<file path="config.mk">
export PLATFORM = sky130hd
export DESIGN_NAME = msx_bus_initiator
export DESIGN_NICKNAME = d
export VERILOG_FILES = /design/src/rtl/msx_bus_pkg.sv /design/src/rtl/msx_tstate_timer.sv /design/src/rtl/msx_bus_initiator.sv
export SDC_FILE = /design/constraint.sdc
export NUM_CORES = 1
export LEC_CHECK = 0
export CELL_PAD_IN_SITES_DETAIL_PLACEMENT = 0
export CELL_PAD_IN_SITES_GLOBAL_PLACEMENT = 2
export CORE_MARGIN = 1
export CORE_UTILIZATION = 27
export CTS_CLUSTER_SIZE = 12
export DETAILED_ROUTE_END_ITERATION = 8
export GPL_TIMING_DRIVEN = 0
export PLACE_DENSITY = 0.88
export REMOVE_ABC_BUFFERS = 1
export SLEW_MARGIN = 20
export SYNTH_ARGS = -nofsm -noshare
export SYNTH_HDL_FRONTEND = slang
export SYNTH_SLANG_ARGS = --single-unit
</file>
<file path="constraint.sdc">
create_clock -name CLK -period 1.9 [get_ports CLK]
set_input_delay 0.19 -clock CLK [delete_from_list [all_inputs] [get_ports CLK]]
set_output_delay 0.19 -clock CLK [all_outputs]
set_load 0.05 [all_outputs]
</file>
<file path="src/rtl/msx_bus_pkg.sv">
// Shared types for the MSX slot bus initiator: FSM states, latched request, open-bus value.
package msx_bus_pkg;

    typedef enum logic [2:0] {
        IDLE,
        T1,
        T2,
        TWA,
        TW,
        T3,
        DONE
    } state_t;

    typedef struct packed {
        logic        write;
        logic        io;
        logic [15:0] addr;
        logic [7:0]  wdata;
    } req_t;

    localparam logic [7:0] OPEN_BUS = 8'hFF;

endpackage

</file>
<file path="src/rtl/msx_tstate_timer.sv">
// Divides CLK into Z80 T-states; tick marks the last CLK of each T-state.
module msx_tstate_timer #(
    parameter int T_DIV = 6
) (
    input  logic CLK,
    input  logic RESET_n,
    input  logic restart,
    output logic tick
);

    localparam logic [3:0] LAST = 4'(T_DIV - 1);

    logic [3:0] r_cnt;

    always_ff @(posedge CLK or negedge RESET_n) begin
        if (!RESET_n) begin
            r_cnt <= '0;
        end else if (restart || (r_cnt == LAST)) begin
            r_cnt <= '0;
        end else begin
            r_cnt <= r_cnt + 4'd1;
        end
    end

    assign tick = (r_cnt == LAST);

endmodule

</file>
<file path="src/rtl/msx_bus_initiator.sv">
// MSX slot bus initiator: turns single memory/I/O requests into Z80-timed slot cycles.
// Optional WAIT_n watchdog enabled by defining MSX_BUS_INITIATOR_WDOG_EN.
module msx_bus_initiator
    import msx_bus_pkg::*;
#(
    parameter int T_DIV  = 6,
    parameter int WDOG_T = 256
) (
    input  logic        CLK,
    input  logic        RESET_n,
    input  logic        REQ_VALID,
    output logic        REQ_READY,
    input  logic        REQ_WRITE,
    input  logic        REQ_IO,
    input  logic [15:0] REQ_ADDR,
    input  logic [7:0]  REQ_WDATA,
    output logic        RSP_VALID,
    output logic [7:0]  RSP_RDATA,
    output logic        RSP_ERR,
    output logic [15:0] ADDR,
    output logic [7:0]  DOUT,
    input  logic [7:0]  DIN,
    output logic        SLTSL_n,
    output logic        MERQ_n,
    output logic        IORQ_n,
    output logic        RD_n,
    output logic        WR_n,
    input  logic        WAIT_n,
    input  logic        BUSDIR_n
);

    state_t      r_state;
    req_t        r_req;
    logic        r_ready;
    logic [15:0] r_addr;
    logic [7:0]  r_dout;
    logic        r_sltsl_n, r_merq_n, r_iorq_n, r_rd_n, r_wr_n;
    logic        r_rsp_valid;
    logic [7:0]  r_rdata;
    logic        w_tick;
    logic        w_accept;

`ifdef MSX_BUS_INITIATOR_WDOG_EN
    localparam logic [15:0] WDOG_LAST = 16'(WDOG_T - 1);
    logic        r_err;
    logic [15:0] r_wdog;
`endif

    assign w_accept = (r_state == IDLE) && r_ready && REQ_VALID;

    msx_tstate_timer #(.T_DIV(T_DIV)) u_timer (
        .CLK     (CLK),
        .RESET_n (RESET_n),
        .restart (w_accept),
        .tick    (w_tick)
    );

    always_ff @(posedge CLK or negedge RESET_n) begin
        if (!RESET_n) begin
            r_state     <= IDLE;
            r_req       <= '0;
            r_ready     <= 1'b0;
            r_addr      <= '0;
            r_dout      <= '0;
            r_sltsl_n   <= 1'b1;
            r_merq_n    <= 1'b1;
            r_iorq_n    <= 1'b1;
            r_rd_n      <= 1'b1;
            r_wr_n      <= 1'b1;
            r_rsp_valid <= 1'b0;
            r_rdata     <= OPEN_BUS;
`ifdef MSX_BUS_INITIATOR_WDOG_EN
            r_err       <= 1'b0;
            r_wdog      <= '0;
`endif
        end else begin
            r_rsp_valid <= 1'b0;
`ifdef MSX_BUS_INITIATOR_WDOG_EN
            r_err       <= 1'b0;
`endif
            case (r_state)
                IDLE: begin
                    if (w_accept) begin
                        r_req   <= '{write: REQ_WRITE, io: REQ_IO, addr: REQ_ADDR, wdata: REQ_WDATA};
                        r_addr  <= REQ_ADDR;
                        if (REQ_WRITE) r_dout <= REQ_WDATA;
                        r_ready <= 1'b0;
                        r_state <= T1;
                    end else begin
                        r_ready <= 1'b1;
                    end
                end
                T1: begin
                    if (w_tick) begin
                        if (r_req.io) begin
                            r_iorq_n <= 1'b0;
                        end else begin
                            r_merq_n  <= 1'b0;
                            r_sltsl_n <= 1'b0;
                        end
                        if (r_req.write) r_wr_n <= 1'b0;
                        else             r_rd_n <= 1'b0;
                        r_state <= T2;
                    end
                end
                T2: begin
                    if (w_tick) begin
                        if (r_req.io)    r_state <= TWA;
                        else if (WAIT_n) r_state <= T3;
                        else             r_state <= TW;
                    end
                end
                TWA: begin
                    if (w_tick) r_state <= WAIT_n ? T3 : TW;
                end
                TW: begin
`ifdef MSX_BUS_INITIATOR_WDOG_EN
                    if (w_tick) begin
                        if (WAIT_n) begin
                            r_state <= T3;
                            r_wdog  <= '0;
                        end else if (r_wdog == WDOG_LAST) begin
                            // Abort: release the bus without touching the read data.
                            r_sltsl_n   <= 1'b1;
                            r_merq_n    <= 1'b1;
                            r_iorq_n    <= 1'b1;
                            r_rd_n      <= 1'b1;
                            r_wr_n      <= 1'b1;
                            r_rsp_valid <= 1'b1;
                            r_err       <= 1'b1;
                            r_wdog      <= '0;
                            r_state     <= DONE;
                        end else begin
                            r_wdog <= r_wdog + 16'd1;
                        end
                    end
`else
                    if (w_tick && WAIT_n) r_state <= T3;
`endif
                end
                T3: begin
                    if (w_tick) begin
                        if (!r_req.write) begin
                            r_rdata <= (r_req.io && BUSDIR_n) ? OPEN_BUS : DIN;
                        end
                        r_sltsl_n   <= 1'b1;
                        r_merq_n    <= 1'b1;
                        r_iorq_n    <= 1'b1;
                        r_rd_n      <= 1'b1;
                        r_wr_n      <= 1'b1;
                        r_rsp_valid <= 1'b1;
                        r_state     <= DONE;
                    end
                end
                DONE: begin
                    r_ready <= 1'b1;
                    r_state <= IDLE;
                end
                default: r_state <= IDLE;
            endcase
        end
    end

    assign REQ_READY = r_ready;
    assign RSP_VALID = r_rsp_valid;
    assign RSP_RDATA = r_rdata;
    assign ADDR      = r_addr;
    assign DOUT      = r_dout;
    assign SLTSL_n   = r_sltsl_n;
    assign MERQ_n    = r_merq_n;
    assign IORQ_n    = r_iorq_n;
    assign RD_n      = r_rd_n;
    assign WR_n      = r_wr_n;
`ifdef MSX_BUS_INITIATOR_WDOG_EN
    assign RSP_ERR   = r_err;
`else
    assign RSP_ERR   = 1'b0;
`endif

endmodule

</file>
==> run metrics <==
Worst Slack Setup Final 0.0744 ns; share of layout cells above drive strength 1 22.9%; Leak 1.25 nW; main combinational cell family by area after synthesis multiplexers; placed instance count 323; Finished Core Util 42.9%; hold_ws 0.371 ns; period utilization 96.1%; Worst Skew 0.00533 ns; GRT Overall Usage 12.1%; Synth cell types 35; initial core utilization 28.5%; WL final 4190 um; Setup-failing EPs final 0; Top delay family on crit path buffers and inverters; WL/cell 12.6 um; CTS Sinks 47; post-detailed-route count of antenna-violating nets 0; Worst EP arrival 1.64 ns; Crit path buffers/inverters 1; Area Growth Syn to Fin 50.7%; Simple-Gate Fraction of Synth Area 9.11%; vias in the first global route 1534; Cell Area, Synth 1980 sq um; CTS H-tree lvls 2; Die X 87.6 um; routability cong. 0.668; PostCTS Resize Cnt 0; vias per std cell 4.39; multiplexer share of the synthesized area 14.4%; Max Fclk 548 MHz; Synth top area share 44.3%; Synth area leader dfrtp_1; status complete, no violations; clk buf depth 2; Post-Synth XOR/XNOR Area 0.886%; largest net degree at the start of global routing 29; Crit-path slowest cell clkdlybuf4s50_1; via count 1459; Ys Warns 0; Nets 276; Setup crit end kind output port; # diodes 0; most common cell after layout, fill and taps aside clkdlybuf4s50_1; Synth Area per Inst 12.8 sq um; IO Count 79; Overflow after GRT 0; clock-pin slew on the worst setup and hold paths 0.09 ns; Critical Path RT 1.71 ns; min cycle time layout 1.83 ns; Adder-Cell Fraction of Synth Area 1.27%; Pins Over Slew Limit 0; core area 6940 sq um; Worst-Skew Late Latency 0.29 ns; global-route wire length before repair 7040 um; most frequent cells in the layout 76 x clkdlybuf4s50_1, 35 x dfrtp_1, 26 x a21oi_1; Num CTS Buffers 5; Finished Layout Cells 332; CTS Root Cell clkbuf_8; IO Port Bufs 77; Slew HR 65.4%; crit-path max cell delay 0.80 ns; post-DP HPWL 3100 um; die height 87.6 um; actual slew at the worst max-slew pin 0.517 ns; dpl ws -0.0424 ns; Layout fillers 668; Setup crit start kind register; worst-path cell chain clkdlybuf4s50_1; drt first-iter violations 34; Synth Instances 154; Power Density 1780 nW/um^2; RSZ-0062 raised after global routing false; Seq/Total Area, Yosys 60.3%; VDD IR max 928 uV; CP Class reg2out; # DRC 0; Hold Path Class in2async; Rows 30; crit-path max FO 2; number of synthesized register bits 47; Compound-Gate Fraction of Synth Area 9.87%; max cap viols 0; initial antenna violation count 0; CTS tree yes; hold violation total from the final report 0; synth top area cells dfrtp_1 44%, dfstp_2 16%, mux2_2 14%; full die area 7670 sq um; Setup Fix Bufs, Post-CTS 0; TritonRoute pass-1 iters 5
-- repair_timing --
action,4_1_cts,5_1_grt
endpoints found under the setup margin,0,0
hold buffers,1,0
hold endpoints to repair,27,0
-- cell families (layout without fill, tap and decap cells) --
group / after synthesis / count (layout)
AND/OR/NAND/NOR: 29 / 29
adder cells (fa/ha/maj): 2 / 2
multiplexers: 25 / 25
other: 1 / 1
XOR/XNOR: 2 / 2
buffers and inverters: 12 / 94
flip-flops: 47 / 47
AO/OA/AOI/OAI: 36 / 36
-- worst reg2reg max path, delay by kind of cell (launching register included) --
kind / cells / cell delay, ns
flops: 1 / 0.49
simple gates: 1 / 0.46
buf+inv: 2 / 0.39
mux: 1 / 0.34
-- layout make-up --
type                       count  area (sq um)  share of cell area [%]
sequential                    47          1190                    40.0
clock buffer                   8           100                    3.36
inverter                       4          15.0                   0.504
multi-input combinational     95           707                    23.7
tap                           96           120                    4.03
timing repair buffer          82           846                    28.4
-- metrics by stage --
stage / power, mW / TNS (ns) / cell area [sq um]
detailed placement: 4.69 / -0.259 / 2870
CTS: 5.37 / 0 / 2980
finish: 5.30 / 0 / 2980
global placement: 4.61 / -47.56 / 2800
floorplan: 3.68 / -5.77 / 1910
global route: 5.60 / 0 / 2980
-- synthesized netlist by cell type (all sizes together) --
library cell,instances
dfstp,12
nand3,1
inv,3
xnor2,1
nand3b,3
and2b,1
nor3b,1
a311o,1
a21o,2
ha,2
or2b,1
nor2b,1
nand2b,1
clkbuf,1
o21bai,1
nor3,2
xor2,1
buf,7
clkinv,1
o21ai,5
mux2,25
nor4,1
nor2,6
o21a,1
dfrtp,35
and3b,2
nand2,8
conb,1
or2,1
a21oi,26
-- worst paths after layout --
path | from | end | slack (ns) | cells past startpoint
hold / removal | RESET_n | r_state[2] | 0.37 | 3
setup reg to reg | r_state[1] | ADDR[14] | 0.12 | 4
min in group CLK | DIN[0] | RSP_RDATA[0] | 0.48 | 3
max in group asynchronous | RESET_n | RSP_RDATA[4] | 1.10 | 4
hold reg to reg | MERQ_n | MERQ_n | 0.49 | 2
setup / recovery | RSP_RDATA[3] | RSP_RDATA[3] | 0.07 | 1
-- metal layers --
metal / GRT usage (%) / wire (um)
met3: 4.71 / 350
met1: 14.2 / 1770
met4: 3.13 / 15
met2: 20.7 / 2050
met5: 0 / 0
-- power by group --
group / total (mW) / leakage [nW] / internal [mW] / switching (mW)
Sequential: 1.80 / 0.548 / 1.47 / 0.322
Clock: 0.657 / 0.0515 / 0.333 / 0.325
Combinational: 2.84 / 0.655 / 1.12 / 1.73
Total: 5.30 / 1.25 / 2.92 / 2.37
-- state kept, by name (all words and copies together), names as in the netlist, 2 cells and up --
name / cells
ADDR: 16
DOUT: 8
RSP_RDATA: 8
r_req: 2
r_state: 3
u_timer.r_cnt: 4
No activity file was read; power rests on OpenSTA's default activity.
